--- config.mk ---
export PLATFORM = sky130hd
export DESIGN_NAME = alarm_scheduler_flat
export DESIGN_NICKNAME = d
export VERILOG_FILES = /design/src/rtl/watch_pkg.sv /design/src/rtl/alarm_scheduler_if.sv /design/src/rtl/btn_edge_1hz.sv /design/src/rtl/alarm_scheduler.sv /design/src/flat_wrapper.sv
export SDC_FILE = /design/constraint.sdc
export NUM_CORES = 1
export LEC_CHECK = 0
export ABC_AREA = 1
export ABC_CLOCK_PERIOD_IN_PS = 1800
export BUFFER_PORTS_ARGS = -buffer_cell sky130_fd_sc_hd__buf_4
export CAP_MARGIN = 20
export CELL_PAD_IN_SITES_DETAIL_PLACEMENT = 0
export CELL_PAD_IN_SITES_GLOBAL_PLACEMENT = 1
export CORE_MARGIN = 5
export CORE_UTILIZATION = 30
export CTS_CLUSTER_DIAMETER = 120
export CTS_CLUSTER_SIZE = 28
export DETAILED_ROUTE_END_ITERATION = 6
export PLACE_DENSITY_LB_ADDON = 0.1
export SYNTH_ARGS = -nofsm -noshare
export SYNTH_HDL_FRONTEND = slang
export SYNTH_SLANG_ARGS = --single-unit
--- constraint.sdc ---
create_clock -name clk1sec -period 1.8 [get_ports clk1sec]
set_input_delay 0.09 -clock clk1sec [delete_from_list [all_inputs] [get_ports clk1sec]]
set_output_delay 0.09 -clock clk1sec [all_outputs]
set_load 0.01 [all_outputs]
--- src/rtl/watch_pkg.sv ---
// Shared watch definitions: scheduler state encodings, packed-time field
// offsets and a helper that builds a packed 52-bit time value.
package watch_pkg;

    localparam int TIME_W   = 52;
    localparam int YEAR_LSB = 40;
    localparam int MON_LSB  = 32;
    localparam int DAY_LSB  = 24;
    localparam int HOUR_LSB = 16;
    localparam int MIN_LSB  = 8;
    localparam int SEC_LSB  = 0;

    typedef enum logic [2:0] {
        ST_IDLE    = 3'd0,
        ST_ARMED   = 3'd1,
        ST_RINGING = 3'd2,
        ST_SNOOZE  = 3'd3,
        ST_CLEAR   = 3'd4
    } state_t;

    function automatic logic [TIME_W-1:0] pack_time(
        input logic [11:0] year,
        input logic [7:0]  mon,
        input logic [7:0]  day,
        input logic [7:0]  hour,
        input logic [7:0]  minute,
        input logic [7:0]  second
    );
        logic [TIME_W-1:0] t;
        t = '0;
        t[YEAR_LSB +: 12] = year;
        t[MON_LSB  +: 8]  = mon;
        t[DAY_LSB  +: 8]  = day;
        t[HOUR_LSB +: 8]  = hour;
        t[MIN_LSB  +: 8]  = minute;
        t[SEC_LSB  +: 8]  = second;
        return t;
    endfunction

endpackage

--- src/rtl/alarm_scheduler_if.sv ---
// Alarm scheduler bus: time/alarm/button inputs and status outputs.
// master drives time, alarm and buttons; slave (scheduler) drives status.
interface alarm_scheduler_if;
    import watch_pkg::*;

    logic [TIME_W-1:0] bin_time;
    logic [TIME_W-1:0] bin_alarm;
    logic              btn_snooze;
    logic              btn_stop;
    logic              ringing;
    logic              buzzer;
    logic              snoozing;
    logic [1:0]        snooze_cnt;
    logic              rst_alarm;
    logic [2:0]        state;

    modport master (
        output bin_time, bin_alarm, btn_snooze, btn_stop,
        input  ringing, buzzer, snoozing, snooze_cnt, rst_alarm, state
    );

    modport slave (
        input  bin_time, bin_alarm, btn_snooze, btn_stop,
        output ringing, buzzer, snoozing, snooze_cnt, rst_alarm, state
    );

endinterface

--- src/rtl/btn_edge_1hz.sv ---
// Button level register plus rising-edge detect on the 1 Hz clock.
// Ports: clk1sec, rst (async active-low), btn level in, rise pulse out.
module btn_edge_1hz (
    input  logic clk1sec,
    input  logic rst,
    input  logic btn,
    output logic rise
);

    logic lvl_q, lvl_d;
    logic prev_q, prev_d;

    always_comb begin
        lvl_d  = btn;
        prev_d = lvl_q;
    end

    always_ff @(posedge clk1sec or negedge rst) begin
        if (!rst) begin
            lvl_q  <= 1'b0;
            prev_q <= 1'b0;
        end else begin
            lvl_q  <= lvl_d;
            prev_q <= prev_d;
        end
    end

    assign rise = lvl_q & ~prev_q;

endmodule

--- src/rtl/alarm_scheduler.sv ---
// Alarm sequencer: matches packed time against the alarm and runs the
// ring / snooze / clear cycle. Ports: clk1sec, rst (async active-low),
// bus (slave): bin_time, bin_alarm, buttons in; status flags out.
module alarm_scheduler
    import watch_pkg::*;
#(
    parameter int RING_SEC   = 60,
    parameter int SNOOZE_SEC = 300,
    parameter int MAX_SNOOZE = 3
) (
    input logic              clk1sec,
    input logic              rst,
    alarm_scheduler_if.slave bus
);

    localparam int RT_W = $clog2(RING_SEC);
    localparam int ST_W = $clog2(SNOOZE_SEC + 1);

    localparam logic [RT_W-1:0] RT_LAST  = RT_W'(RING_SEC - 1);
    localparam logic [ST_W-1:0] SNZ_LOAD = ST_W'(SNOOZE_SEC);
    localparam logic [ST_W-1:0] SNZ_ONE  = ST_W'(1);
    localparam logic [1:0]      SNZ_MAX  = 2'(MAX_SNOOZE);

    state_t          state_q, state_d;
    logic [RT_W-1:0] ring_t_q, ring_t_d;
    logic [ST_W-1:0] snz_t_q, snz_t_d;
    logic [1:0]      snooze_cnt_q, snooze_cnt_d;
    logic            guard_q, guard_d;
    logic            ringing_q, ringing_d;
    logic            buzzer_q, buzzer_d;
    logic            snoozing_q, snoozing_d;
    logic            rst_alarm_q, rst_alarm_d;

    logic armed;
    logic hit;
    logic snz_rise;
    logic stop_rise;

    assign armed = |bus.bin_alarm;
    assign hit   = (bus.bin_time == bus.bin_alarm);

    btn_edge_1hz u_snz_edge (
        .clk1sec (clk1sec),
        .rst     (rst),
        .btn     (bus.btn_snooze),
        .rise    (snz_rise)
    );

    btn_edge_1hz u_stop_edge (
        .clk1sec (clk1sec),
        .rst     (rst),
        .btn     (bus.btn_stop),
        .rise    (stop_rise)
    );

    always_comb begin
        state_d      = state_q;
        ring_t_d     = '0;
        snz_t_d      = '0;
        snooze_cnt_d = snooze_cnt_q;
        // Guard stays up until the match condition has gone away once,
        // so a still-true match never re-fires after clear or reset.
        guard_d      = guard_q & hit;

        unique case (state_q)
            ST_IDLE: begin
                if (armed)
                    state_d = ST_ARMED;
            end
            ST_ARMED: begin
                if (!armed)
                    state_d = ST_IDLE;
                else if (hit && !guard_q)
                    state_d = ST_RINGING;
            end
            ST_RINGING: begin
                ring_t_d = ring_t_q + RT_W'(1);
                if (!armed) begin
                    state_d = ST_IDLE;
                end else if (stop_rise) begin
                    state_d = ST_CLEAR;
                end else if (snz_rise && snooze_cnt_q < SNZ_MAX) begin
                    state_d      = ST_SNOOZE;
                    snz_t_d      = SNZ_LOAD;
                    snooze_cnt_d = snooze_cnt_q + 2'd1;
                end else if (ring_t_q == RT_LAST) begin
                    state_d = ST_CLEAR;
                end
            end
            ST_SNOOZE: begin
                snz_t_d = snz_t_q - SNZ_ONE;
                if (!armed)
                    state_d = ST_IDLE;
                else if (stop_rise)
                    state_d = ST_CLEAR;
                else if (snz_t_q == SNZ_ONE)
                    state_d = ST_RINGING;
            end
            ST_CLEAR: begin
                state_d = ST_IDLE;
            end
            default: begin
                state_d = ST_IDLE;
            end
        endcase

        // Counters restart from their entry value on every state entry.
        if (state_d != ST_RINGING || state_q != ST_RINGING)
            ring_t_d = '0;
        if (state_d != ST_SNOOZE)
            snz_t_d = '0;

        // Leaving the event (clear or disarm) forgets snoozes used.
        if (state_d == ST_CLEAR || state_d == ST_IDLE)
            snooze_cnt_d = '0;
        if (state_d == ST_CLEAR)
            guard_d = 1'b1;

        ringing_d   = (state_d == ST_RINGING);
        snoozing_d  = (state_d == ST_SNOOZE);
        rst_alarm_d = (state_d == ST_CLEAR);
        // Buzzer starts high on every ring entry, then toggles.
        if (state_d == ST_RINGING)
            buzzer_d = (state_q == ST_RINGING) ? ~buzzer_q : 1'b1;
        else
            buzzer_d = 1'b0;
    end

    always_ff @(posedge clk1sec or negedge rst) begin
        if (!rst) begin
            state_q      <= ST_IDLE;
            ring_t_q     <= '0;
            snz_t_q      <= '0;
            snooze_cnt_q <= '0;
            guard_q      <= 1'b1;
            ringing_q    <= 1'b0;
            buzzer_q     <= 1'b0;
            snoozing_q   <= 1'b0;
            rst_alarm_q  <= 1'b0;
        end else begin
            state_q      <= state_d;
            ring_t_q     <= ring_t_d;
            snz_t_q      <= snz_t_d;
            snooze_cnt_q <= snooze_cnt_d;
            guard_q      <= guard_d;
            ringing_q    <= ringing_d;
            buzzer_q     <= buzzer_d;
            snoozing_q   <= snoozing_d;
            rst_alarm_q  <= rst_alarm_d;
        end
    end

    assign bus.ringing    = ringing_q;
    assign bus.buzzer     = buzzer_q;
    assign bus.snoozing   = snoozing_q;
    assign bus.snooze_cnt = snooze_cnt_q;
    assign bus.rst_alarm  = rst_alarm_q;
    assign bus.state      = state_q;

endmodule
--- src/flat_wrapper.sv ---
// flat-port wrapper written by rule: the top's interface ports become plain ports
module alarm_scheduler_flat import watch_pkg::*;
#(
    parameter int RING_SEC   = 60,
    parameter int SNOOZE_SEC = 300,
    parameter int MAX_SNOOZE = 3
)
  (clk1sec, rst, bus_bin_time, bus_bin_alarm, bus_btn_snooze, bus_btn_stop, bus_ringing, bus_buzzer, bus_snoozing, bus_snooze_cnt, bus_rst_alarm, bus_state);
  alarm_scheduler_if bus_i ();
  input logic clk1sec;
  input logic rst;
  input wire logic [$bits(bus_i.bin_time)-1:0] bus_bin_time;
  input wire logic [$bits(bus_i.bin_alarm)-1:0] bus_bin_alarm;
  input wire logic [$bits(bus_i.btn_snooze)-1:0] bus_btn_snooze;
  input wire logic [$bits(bus_i.btn_stop)-1:0] bus_btn_stop;
  output wire logic [$bits(bus_i.ringing)-1:0] bus_ringing;
  output wire logic [$bits(bus_i.buzzer)-1:0] bus_buzzer;
  output wire logic [$bits(bus_i.snoozing)-1:0] bus_snoozing;
  output wire logic [$bits(bus_i.snooze_cnt)-1:0] bus_snooze_cnt;
  output wire logic [$bits(bus_i.rst_alarm)-1:0] bus_rst_alarm;
  output wire logic [$bits(bus_i.state)-1:0] bus_state;
  assign bus_i.bin_time = bus_bin_time;
  assign bus_i.bin_alarm = bus_bin_alarm;
  assign bus_i.btn_snooze = bus_btn_snooze;
  assign bus_i.btn_stop = bus_btn_stop;
  assign bus_ringing = bus_i.ringing;
  assign bus_buzzer = bus_i.buzzer;
  assign bus_snoozing = bus_i.snoozing;
  assign bus_snooze_cnt = bus_i.snooze_cnt;
  assign bus_rst_alarm = bus_i.rst_alarm;
  assign bus_state = bus_i.state;
  alarm_scheduler #(.RING_SEC(RING_SEC), .SNOOZE_SEC(SNOOZE_SEC), .MAX_SNOOZE(MAX_SNOOZE)) u_core (.clk1sec(clk1sec), .rst(rst), .bus(bus_i));
endmodule
; After elaboration in Yosys (flattened, before gate mapping)
; Cells that the tools add are included.
[totals]
input_bits = 108
output_inout_bits = 9
register_bits = 29
[op_classes]
n_bitwise = 6
addsub = 3
n_reduce_logical = 12
n_mux = 26
magnitude_cmp = 1
eq_ne = 13
[op_table]
columns = op, count
row1 = 52-bit equality test, 1
row2 = 52-bit OR reduction, 1
row3 = 9-bit 2-to-1 mux, 4
row4 = 3-bit 2-to-1 mux, 10
row5 = 9-bit one-hot mux with 2 select lines, 1
row6 = "3-bit by 2-bit equality test with 1-bit output, second input constant", 4
row7 = 6-bit 2-to-1 mux, 2
row8 = 3-bit one-hot mux with 4 select lines, 1
row9 = 2-bit 2-to-1 mux, 5
row10 = "9-bit by 1-bit equality test with 1-bit output, second input constant", 1
row11 = "3-bit by 2-bit inequality test with 1-bit output, second input constant", 3
row12 = "9-bit by 1-bit subtractor with 9-bit output, second input constant", 1
row13 = "6-bit by 1-bit adder with 6-bit output, second input constant", 1
row14 = "6-bit equality test, second input constant", 1
row15 = 3-bit zero test, 2
row16 = 2-bit nonzero test, 3
row17 = 4-bit AND reduction, 1
row18 = 1-bit AND, 3
row19 = "3-bit by 1-bit equality test with 1-bit output, second input constant", 1
row20 = "3-bit equality test, second input constant", 1
row21 = 1-bit 2-to-1 mux, 3
row22 = 1-bit NOT, 3
row23 = "2-bit by 1-bit adder with 2-bit output, second input constant", 1
row24 = 1-bit logical AND, 2
row25 = 4 further kinds, 5

; Longest topological paths before layout
; Gate-level depths: netlist of the first run.
[depth]
word_depth = 11
mapped_depth = 12
depth_no_buf = 12

; Modules after synthesis
; From an unflattened synthesis of the first run, not the netlist that was laid out.
[unflattened]
cells_unflattened = 558
hier_area_um2 = 3041.7
[by_module_without_submodules]
columns = mod, seq_area_each_um2, area_per_inst_um2, cells_each, n_inst
row1 = alarm_scheduler, 626.9, 2921.6, 550, 1
row2 = btn_edge_1hz, 50.0, 60.1, 4, 2

; Worst setup path after synthesis of the first run
; No wires, ideal clock.
[synth_timing]
kind = flip-flop to flip-flop
start = register u_core.snooze_cnt_q[0] (netlist: u_core.bus.snooze_cnt[0])
end = register u_core.snooze_cnt_q[1] (netlist: u_core.bus.snooze_cnt[1])
setup_slack_ns = 0.257
arrival_ns = 1.423
stages_incl_launch_ff = 8
required_time_ns = 1.680
setup_time_ns = 0.120
period_less_slack_ns = 1.543
path_buffers = 0
path_cell_list = dfrtp_1 -> ha_1 -> nor3b_1 -> nand3_1 -> nor2_1 -> inv_1 -> nand2_1 -> a21oi_1
[synth_via]
elab_chain_len = 10
elab_cells_between_ends = 20
[synth_lines]
columns = item, line
row1 = from (decl), alarm_scheduler.sv:27  ; logic [1:0] snooze_cnt_q, snooze_cnt_d;
row2 = from (signal assigned), alarm_scheduler.sv:144  ; snooze_cnt_q <= snooze_cnt_d;
row3 = 2-bit < comparator, alarm_scheduler.sv:82  ; end else if (snz_rise && snooze_cnt_q < SNZ_MAX) begin
row4 = 1-bit logical AND, alarm_scheduler.sv:82
row5 = 3-bit 2-to-1 mux, alarm_scheduler.sv:82
row6 = 3-bit 2-to-1 mux, alarm_scheduler.sv:80  ; end else if (stop_rise) begin
row7 = 3-bit 2-to-1 mux, alarm_scheduler.sv:78  ; if (!armed) begin
row8 = 3-bit one-hot mux with 4 select lines, alarm_scheduler.sv:65  ; unique case (state_q)
row9 = 3-bit equality test or 3-bit zero test (tied branches), alarm_scheduler.sv:114  ; if (state_d == ST_CLEAR || state_d == ST_IDLE)
row10 = 1-bit logical OR, alarm_scheduler.sv:114
row11 = 2-bit inequality test (no line) or 2-bit nonzero test (tied branches), --
row12 = 4-bit AND reduction (no line), --
; Several ways; a longest one is shown, not always the timed one. The select of a mux whose other input is x is not followed.
; A chain may end at the register's enable or synchronous reset.

; Final worst setup path of the first run
[layout_timing]
start = register u_core.u_stop_edge.prev_q
end = register u_core.ring_t_q[4]
[layout_via]
elab_chain_len = 8
elab_cells_between_ends = 10
[layout_lines]
columns = item, line
row1 = from (decl), btn_edge_1hz.sv:11  ; logic prev_q, prev_d;
row2 = from (signal assigned), btn_edge_1hz.sv:24  ; prev_q <= prev_d;
row3 = 1-bit NOT *, btn_edge_1hz.sv:28  ; assign rise = lvl_q & ~prev_q;
row4 = 1-bit AND *, btn_edge_1hz.sv:28
row5 = "3-bit 2-to-1 mux, on equally long branches", "alarm_scheduler.sv:94, alarm_scheduler.sv:80"
row6 = "3-bit 2-to-1 mux, on equally long branches", "alarm_scheduler.sv:92, alarm_scheduler.sv:78"
row7 = 3-bit one-hot mux with 4 select lines *, alarm_scheduler.sv:65
row8 = 3-bit by 2-bit inequality test with 1-bit output *, alarm_scheduler.sv:108  ; if (state_d != ST_RINGING || state_q != ST_RINGING)
row9 = 1-bit logical OR *, alarm_scheduler.sv:108
row10 = 6-bit 2-to-1 mux *, alarm_scheduler.sv:108
row11 = named net u_core.ring_t_d[4], alarm_scheduler.sv:25  ; logic [RT_W-1:0] ring_t_q, ring_t_d;
row12 = to (signal assigned), alarm_scheduler.sv:142  ; ring_t_q <= ring_t_d;
row13 = to (decl), alarm_scheduler.sv:25
; Mark *: on every way through the listed nets, which the timed path passes. The rest lies on a longest branch.

==> flow_metrics.tcl, run 1 <==
set metrics [dict create \
    grt_pass1_vias 2669 \
    seq_power_share_pct 37.7 \
    grt_max_degree 30 \
    cts_made_buffers 5 \
    dp_cells 622 \
    syn_nets 512 \
    fin_crit_sh_pct 88.90 \
    setup_viol 0 \
    syn_area_um2 2417 \
    final_hold_viol_count 0 \
    htree_num_levels 2 \
    yosysUniqueCellTypes 23 \
    rr_worst_depth 9 \
    ys_seq_area_share_pct 30.07 \
    drc 0 \
    clock-sinks 29 \
    drive_gt1_share_pct 27.07 \
    antenna_found_initial 0 \
    path_cells "nor2_1 > inv_1 > nand3_1 > inv_1 > nor2_1 > nand2_1 > a21oi_2 > nand4_4 > nor2_1" \
    ant_nets 0 \
    cts_max_path_buffers 2 \
    instances_no_fill 634 \
    preCtsSetupSlack_ns 0.1061 \
    r2r_slack_ns 0.20 \
    fin_crit_ns 1.600 \
    core-area_um2 7807 \
    pin_count 117 \
    insertion_delay_ns 0.27 \
    rr_endpoint "u_core.ring_t_q[4]" \
    pwr-share-clk_pct 39.0 \
    root_buffer "clkbuf_8" \
    synthTopCellsByArea "dfrtp_1 29%, nand2_1 19%, inv_1 12%" \
    synth_seq_cells 29 \
    wire_per_inst_um 10.55 \
    synth_top_area_cell "dfrtp_1" \
    cp-end-kind "register" \
    p_leak_uw 0.002102 \
    gp_congestion 0.7427 \
    cpMostUsedCell "nor2_1" \
    cp.required_ns 2.00 \
    yosysWarningCount 0 \
    rows 32 \
    netlist_instances 400 \
    fin_skew_ns 0.007544 \
    drv_slew 0 \
    worstSetupStartpointType "register" \
    synthToLayoutAreaGrowth_pct 50.10 \
    crit_slowest_cell "dfrtp_1" \
    slew_headroom_pct 75.35 \
    globalRouteTotalUtil_pct 13.80 \
    rsz0062_at_grt "true" \
    initial_core_util_pct 30.96 \
    max_slew.worst_pin.slew_ns 0.3697 \
    cts_tree "done" \
    fin_nets 643 \
    grt_pass1_wl_um 11350 \
    max_stage_delay_ns 0.36 \
    worstPathMaxFanout 6 \
    reg2reg_from "u_core.u_stop_edge.prev_q" \
    dr.pass1.iters 4 \
    p_total_uw 1745 \
    clk_pin_slew_ns 0.06 \
    irDropWorstVdd_uv 365.4 \
    syn_area_per_cell_um2 6.043 \
    grt_overflow 0 \
    vias_per_cell 4.162 \
    comb_power_share_pct 23.3 \
    port-buffer-count 116 \
    antennaDiodeCount 0 \
    hp-class "primary input to async pin" \
    routed_wl_um 6691 \
    fin_ws_ns 0.1999 \
    crit_type "register to register" \
    vias 2639 \
    p_per_area_nw_per_um2 481.0 \
    p_sw_share_pct 23.01 \
    first_iter_violations 45 \
    die_h_um 99.77 \
    crit_family "simple AND/OR/NAND/NOR gates" \
    dieWidth_um 99.77 \
    dieArea_um2 9953 \
    arrival_ns 1.80 \
    synthDominantCellAreaShare_pct 28.99 \
    internal-power_uw 1344 \
    status "finished clean" \
    worst-path-buf-inv 2 \
    timing.fmax_mhz 625.0 \
    post-dp-hpwl_um 5911 \
    p_sw_uw 401.5 \
    maxCapViolations 0 \
]
==> worst register-to-register path: stages, from the launching register on <==
cell	delay, ns
dfrtp_1	0.36
nor2_1	0.23
inv_1	0.11
nand3_1	0.13
inv_1	0.05
nor2_1	0.12
nand2_1	0.08
a21oi_2	0.17
nand4_4	0.15
nor2_1	0.12
==> cells in the mapped netlist (all sizes together) <==
library cell / count
ha: 4
o21ai: 8
nor3: 5
inv: 84
nand3: 19
dfstp: 1
a31oi: 1
xnor2: 21
xor2: 8
nand2: 124
nor4: 7
nand4: 6
a21oi: 6
nor2: 75
dfrtp: 28
o311ai: 1
nor3b: 2
==> how the worst max path moves through the flow <==
| stage | start | endpoint | slack [ns] | cells after the start |
|---|---|---|---|---|
| floorplan | u_core.bus.snooze_cnt[0] | u_core.bus.snooze_cnt[1] | 0.26 | 7 |
| global placement | u_core.bus.snooze_cnt[0] | u_core.bus.snooze_cnt[1] | 0.17 | 7 |
| detailed placement | u_core.bus.snooze_cnt[0] | u_core.bus.snooze_cnt[1] | 0.11 | 7 |
| CTS | u_core.bus.snooze_cnt[0] | u_core.bus.snooze_cnt[1] | 0.09 | 7 |
| global route | u_core.snz_t_q[1] | u_core.ring_t_q[1] | -0.001 | 10 |
| finish | u_core.u_stop_edge.prev_q | u_core.ring_t_q[4] | 0.20 | 9 |
==> power groups by stage <==
| stage | Clock (uW) | Sequential (uW) | Combinational, uW |
|---|---|---|---|
| after floorplan | 0 | 670 | 158 |
| after global placement | 0 | 670 | 400 |
| after detailed placement | 0 | 670 | 406 |
| after CTS | 698 | 658 | 412 |
| after global routing | 740 | 659 | 464 |
| final | 680 | 659 | 407 |
==> final cells by class <==
class	count	area, um2
flip-flops and latches	29	726.9
repair buffers	124	938.4
clock buffers	7	86.33
clock inverters	1	30.03
well taps	102	127.6
multi-input cells	287	1404
fillers	840	4179
inverters	84	315.3
==> cells in the final DEF, fill, tap and decap left out, drive strengths merged, types with 6 or more instances in the layout <==
cell type / synthesis / routed
nor4: 7 / 7
o21ai: 8 / 8
dfrtp: 28 / 28
nor2: 75 / 75
nand4: 6 / 6
xnor2: 21 / 21
xor2: 8 / 8
nand3: 19 / 19
a21oi: 6 / 6
nand2: 124 / 124
inv: 84 / 84
clkbuf: 0 / 7
buf: 0 / 121
==> layer usage <==
layer  global-route usage [%]  share of wire (%)  vias to the layer above
met3                    3.647                6.9                        5
met4                    2.101               0.75                        0
met1                    16.59                 43                     1106
li1                         -                  -                     1459
met2                    24.99                 49                       69
met5                        0                  0                        -
==> through the flow <==
stage	hold slack (ns)	setup TNS [ns]	instance area [um2]	util (%)
2_1_floorplan	-0.2056	0	2417	-
3_3_place_gp	0.03324	0	3446	44.13
3_5_place_dp	0.03732	0	3446	44.13
4_1_cts	0.2900	0	3592	46.01
5_1_grt	0.3147	-0.001056	3628	46.47
6_report	0.2747	0	3628	46.47
==> logic make-up (layout without fill, tap and decap cells) <==
family | Yosys count | in the layout | share of synthesized area [%]
DFF | 29 | 29 | 30.07
AOI/OAI and AO/OA | 16 | 16 | 3.675
buffers and inverters | 84 | 216 | 13.04
xor gates and xnor gates | 29 | 29 | 10.51
and+or+nand+nor | 238 | 238 | 40.63
adders and majority gates | 4 | 4 | 2.070
==> sequential cells by signal (all words and copies together), names as in the netlist, 2 cells and up <==
register / flops
u_core.snz_t_q: 9
u_core.ring_t_q: 6
u_core.bus.state: 3
u_core.bus.snooze_cnt: 2
==> timing repair <==
item,in CTS,in global routing
setup endpoints to repair,0,16
resized for setup,0,6
setup buffers,0,1
hold endpoints to repair,30,0
hold buffers,3,0
(Power assumes the default switching activity.)
==> run 2: changes to the inputs <==
--- a/config.mk
+++ b/config.mk
@@ -6,17 +6,18 @@
 export NUM_CORES = 1
 export LEC_CHECK = 0
 export ABC_AREA = 1
-export ABC_CLOCK_PERIOD_IN_PS = 1800
+export ABC_CLOCK_PERIOD_IN_PS = 1900
 export BUFFER_PORTS_ARGS = -buffer_cell sky130_fd_sc_hd__buf_4
 export CAP_MARGIN = 20
 export CELL_PAD_IN_SITES_DETAIL_PLACEMENT = 0
 export CELL_PAD_IN_SITES_GLOBAL_PLACEMENT = 1
 export CORE_MARGIN = 5
-export CORE_UTILIZATION = 30
+export CORE_UTILIZATION = 35
 export CTS_CLUSTER_DIAMETER = 120
 export CTS_CLUSTER_SIZE = 28
 export DETAILED_ROUTE_END_ITERATION = 6
 export PLACE_DENSITY_LB_ADDON = 0.1
 export SYNTH_ARGS = -nofsm -noshare
 export SYNTH_HDL_FRONTEND = slang
+export SYNTH_HIERARCHICAL = 1
 export SYNTH_SLANG_ARGS = --single-unit
==> constraint.sdc (replaced) <==
create_clock -name clk1sec -period 1.9 [get_ports clk1sec]
set_input_delay 0.095 -clock clk1sec [delete_from_list [all_inputs] [get_ports clk1sec]]
set_output_delay 0.095 -clock clk1sec [all_outputs]
set_load 0.01 [all_outputs]
==> flow_metrics.tcl, run 2 <==
set metrics [dict create \
    status "finished clean" \
    synth-edff-count 0 \
    insertion_delay_ns 0.28 \
    synth_top_area_cell "nand2_1" \
    irDropWorstVdd_uv 221.2 \
    fin_crit_sh_pct 85.33 \
    crit_type "register to register" \
    rr_worst_depth 11 \
    grt_overflow 0 \
    placed_area_um2 4055 \
    cts_made_buffers 5 \
    rows 34 \
    port-buffer-count 116 \
    post-dp-hpwl_um 7796 \
    synthTopCellsByArea "nand2_1 26%, dfrtp_1 23%, inv_1 14%" \
    rsz0062_at_grt "false" \
    grt_max_degree 30 \
    r2r_slack_ns 0.28 \
    root_buffer "clkbuf_8" \
    layout_commonest_cell "nand2_1" \
    crit_slowest_cell "dfrtp_1" \
    p_per_area_nw_per_um2 392.1 \
    grtUsageMet2_pct 27.73 \
    final_area_um2 4172 \
    timing.fmax_mhz 616.8 \
    yosysWarningCount 6 \
    setup_viol 0 \
    dieWidth_um 103.2 \
    synth_seq_cells 29 \
    drive_gt1_share_pct 22.45 \
    top_usage_layer "met2" \
    largest_reg_flops 9 \
    die_h_um 103.2 \
    worstSetupStartpointType "register" \
    globalRouteTotalUtil_pct 17.13 \
    pin_count 117 \
    setup_tns_ns 0 \
    vias_per_cell 4.261 \
    slew_headroom_pct 75.24 \
    drv_slew 0 \
    syn_nets 670 \
    rr_endpoint "u_core/ring_t_q[0]" \
    fin_nets 797 \
    gp_congestion 0.8334 \
    ys_seq_area_share_pct 23.90 \
    routed_wl_um 8883 \
    synthDominantCellAreaShare_pct 26.41 \
    grt_pass1_vias 3306 \
    utilization_pct 48.54 \
    synthToLayoutAreaGrowth_pct 37.15 \
    core-area_um2 8593 \
    ant_nets 0 \
    yosysUniqueCellTypes 25 \
    fin_skew_ns 0.002750 \
    clock-sinks 29 \
    holdWs_ns 0.2715 \
    cpMostUsedCell "nor2_1" \
    worstPathMaxFanout 6 \
    grtUsageMet1_pct 23.64 \
    yosys.cell_count.top_type "nand2_1" \
    final_hold_viol_count 0 \
    p_total_uw 1635 \
    vias 3383 \
    final_cell_mix "214 x nand2_1, 118 x buf_4, 112 x inv_1" \
    synth-async-reset-ratio_pct 100.0 \
    syn_area_per_cell_um2 5.451 \
    max_stage_delay_ns 0.39 \
    dieArea_um2 10650 \
    p_leak_uw 0.002500 \
    max_slew.worst_pin.slew_ns 0.3714 \
    met3_usage_pct 4.695 \
    first_iter_violations 86 \
    synth_common_cells "214 x nand2_1, 112 x inv_1, 100 x nor2_1, 28 x dfrtp_1, 23 x nand3_1" \
    reg2reg_from "u_core/snz_t_q[5]" \
    cp.required_ns 2.12 \
    antennaDiodeCount 0 \
    wire_per_inst_um 11.19 \
    fin_crit_ns 1.621 \
    crit_path_end "u_core/ring_t_q[0]" \
    cp-startpoint "u_core/snz_t_q[5]" \
    grt_pass1_wl_um 14480 \
    top_register "u_core/snz_t_q" \
    path_cells "inv_1 > nand2_1 > nor2_1 > nand4_1 > nand2_1 > nor2_1 > nand3_2 > nand2_2 > a21oi_4 > nand3_4 > nor2_1" \
    drc 0 \
    hp-class "primary input to async pin" \
    maxCapViolations 0 \
    dr.pass1.iters 4 \
    antenna_found_initial 0 \
    arrival_ns 1.84 \
    synth_top_flop_cell "dfrtp_1" \
    post_cts.repair.setup_buffers 0 \
    syn_area_um2 3042 \
    cts_max_path_buffers 2 \
    netlist_instances 558 \
    cts_tree "done" \
    clk_pin_slew_ns 0.06 \
    htree_num_levels 2 \
    cp-end-kind "register" \
    initial_core_util_pct 35.40 \
]
==> run 2: changes by cell type after synthesis, moves of 3 or more <==
cell / change
nand2_1: +92
inv_1: +32
nor2_1: +26
xnor2_1: -11
nand4_1: +7
nor4_1: -7
inv_2: +6
nand3_1: +5
nor2_2: +5
nor3_1: -4
xor2_1: +3
==> run 2: stage by stage <==
stage	instances	setup WS, ns
global placement	783	0.2791
global route	794	0.1081
CTS	794	0.2632
detailed placement	783	0.2565
finish	794	0.2787
floorplan	558	0.4479
==> run 2: timing repair <==
item	CTS	global route
endpoints found under the hold margin	30	0
gates resized for setup	0	0
hold buffers	3	0
==> run 2: power by group <==
part | total [uW] | switching (uW) | internal [uW]
clock network | 491 | 240 | 252
registers | 624 | 1.84 | 622
logic | 520 | 269 | 252
total | 1640 | 510 | 1130
==> run 2: how the worst min path moves through the flow <==
stage | endpoint | cells past startpoint
after detailed placement | u_core/snz_t_q[7] | 1
after floorplan | u_core/bus.buzzer | 0
final | u_core/snz_t_q[7] | 2
after global placement | u_core/snz_t_q[6] | 1
after CTS | u_core/bus.snooze_cnt[1] | 2
after global routing | u_core/bus.state[2] | 2
==> run 2: cell type report <==
class,instances,area (um2)
fill,953,4422
multi-input combinational,406,1849
timing repair buffer,121,915.9
sequential,29,726.9
inverter,122,457.9
tap,108,135.1
clock buffer,5,68.82
clock inverter,3,17.52
==> run 2: logic make-up (layout without fill, tap and decap cells) <==
kind of cell | Yosys count | in the layout | synth area share [%]
compound gates | 14 | 14 | 2.756
flops | 29 | 29 | 23.90
buf+inv | 123 | 251 | 15.30
simple gates | 367 | 367 | 50.35
fa+ha+maj | 4 | 4 | 1.645
xor+xnor | 21 | 21 | 6.047
==> run 2: layer usage <==
metal / vias up / routed length [um]
li1: 1882 / -
met1: 1405 / 4228
met2: 90 / 3866
met3: 6 / 729
met4: 0 / 59
met5: - / 0
==> run 2: critical path: cells and delay by family (launching register included) <==
kind                   cells  cell delay [ns]
flip-flops                 1             0.39
AO/OA/AOI/OAI              1             0.16
AND/OR/NAND/NOR            9             0.91
buffers and inverters      1             0.07
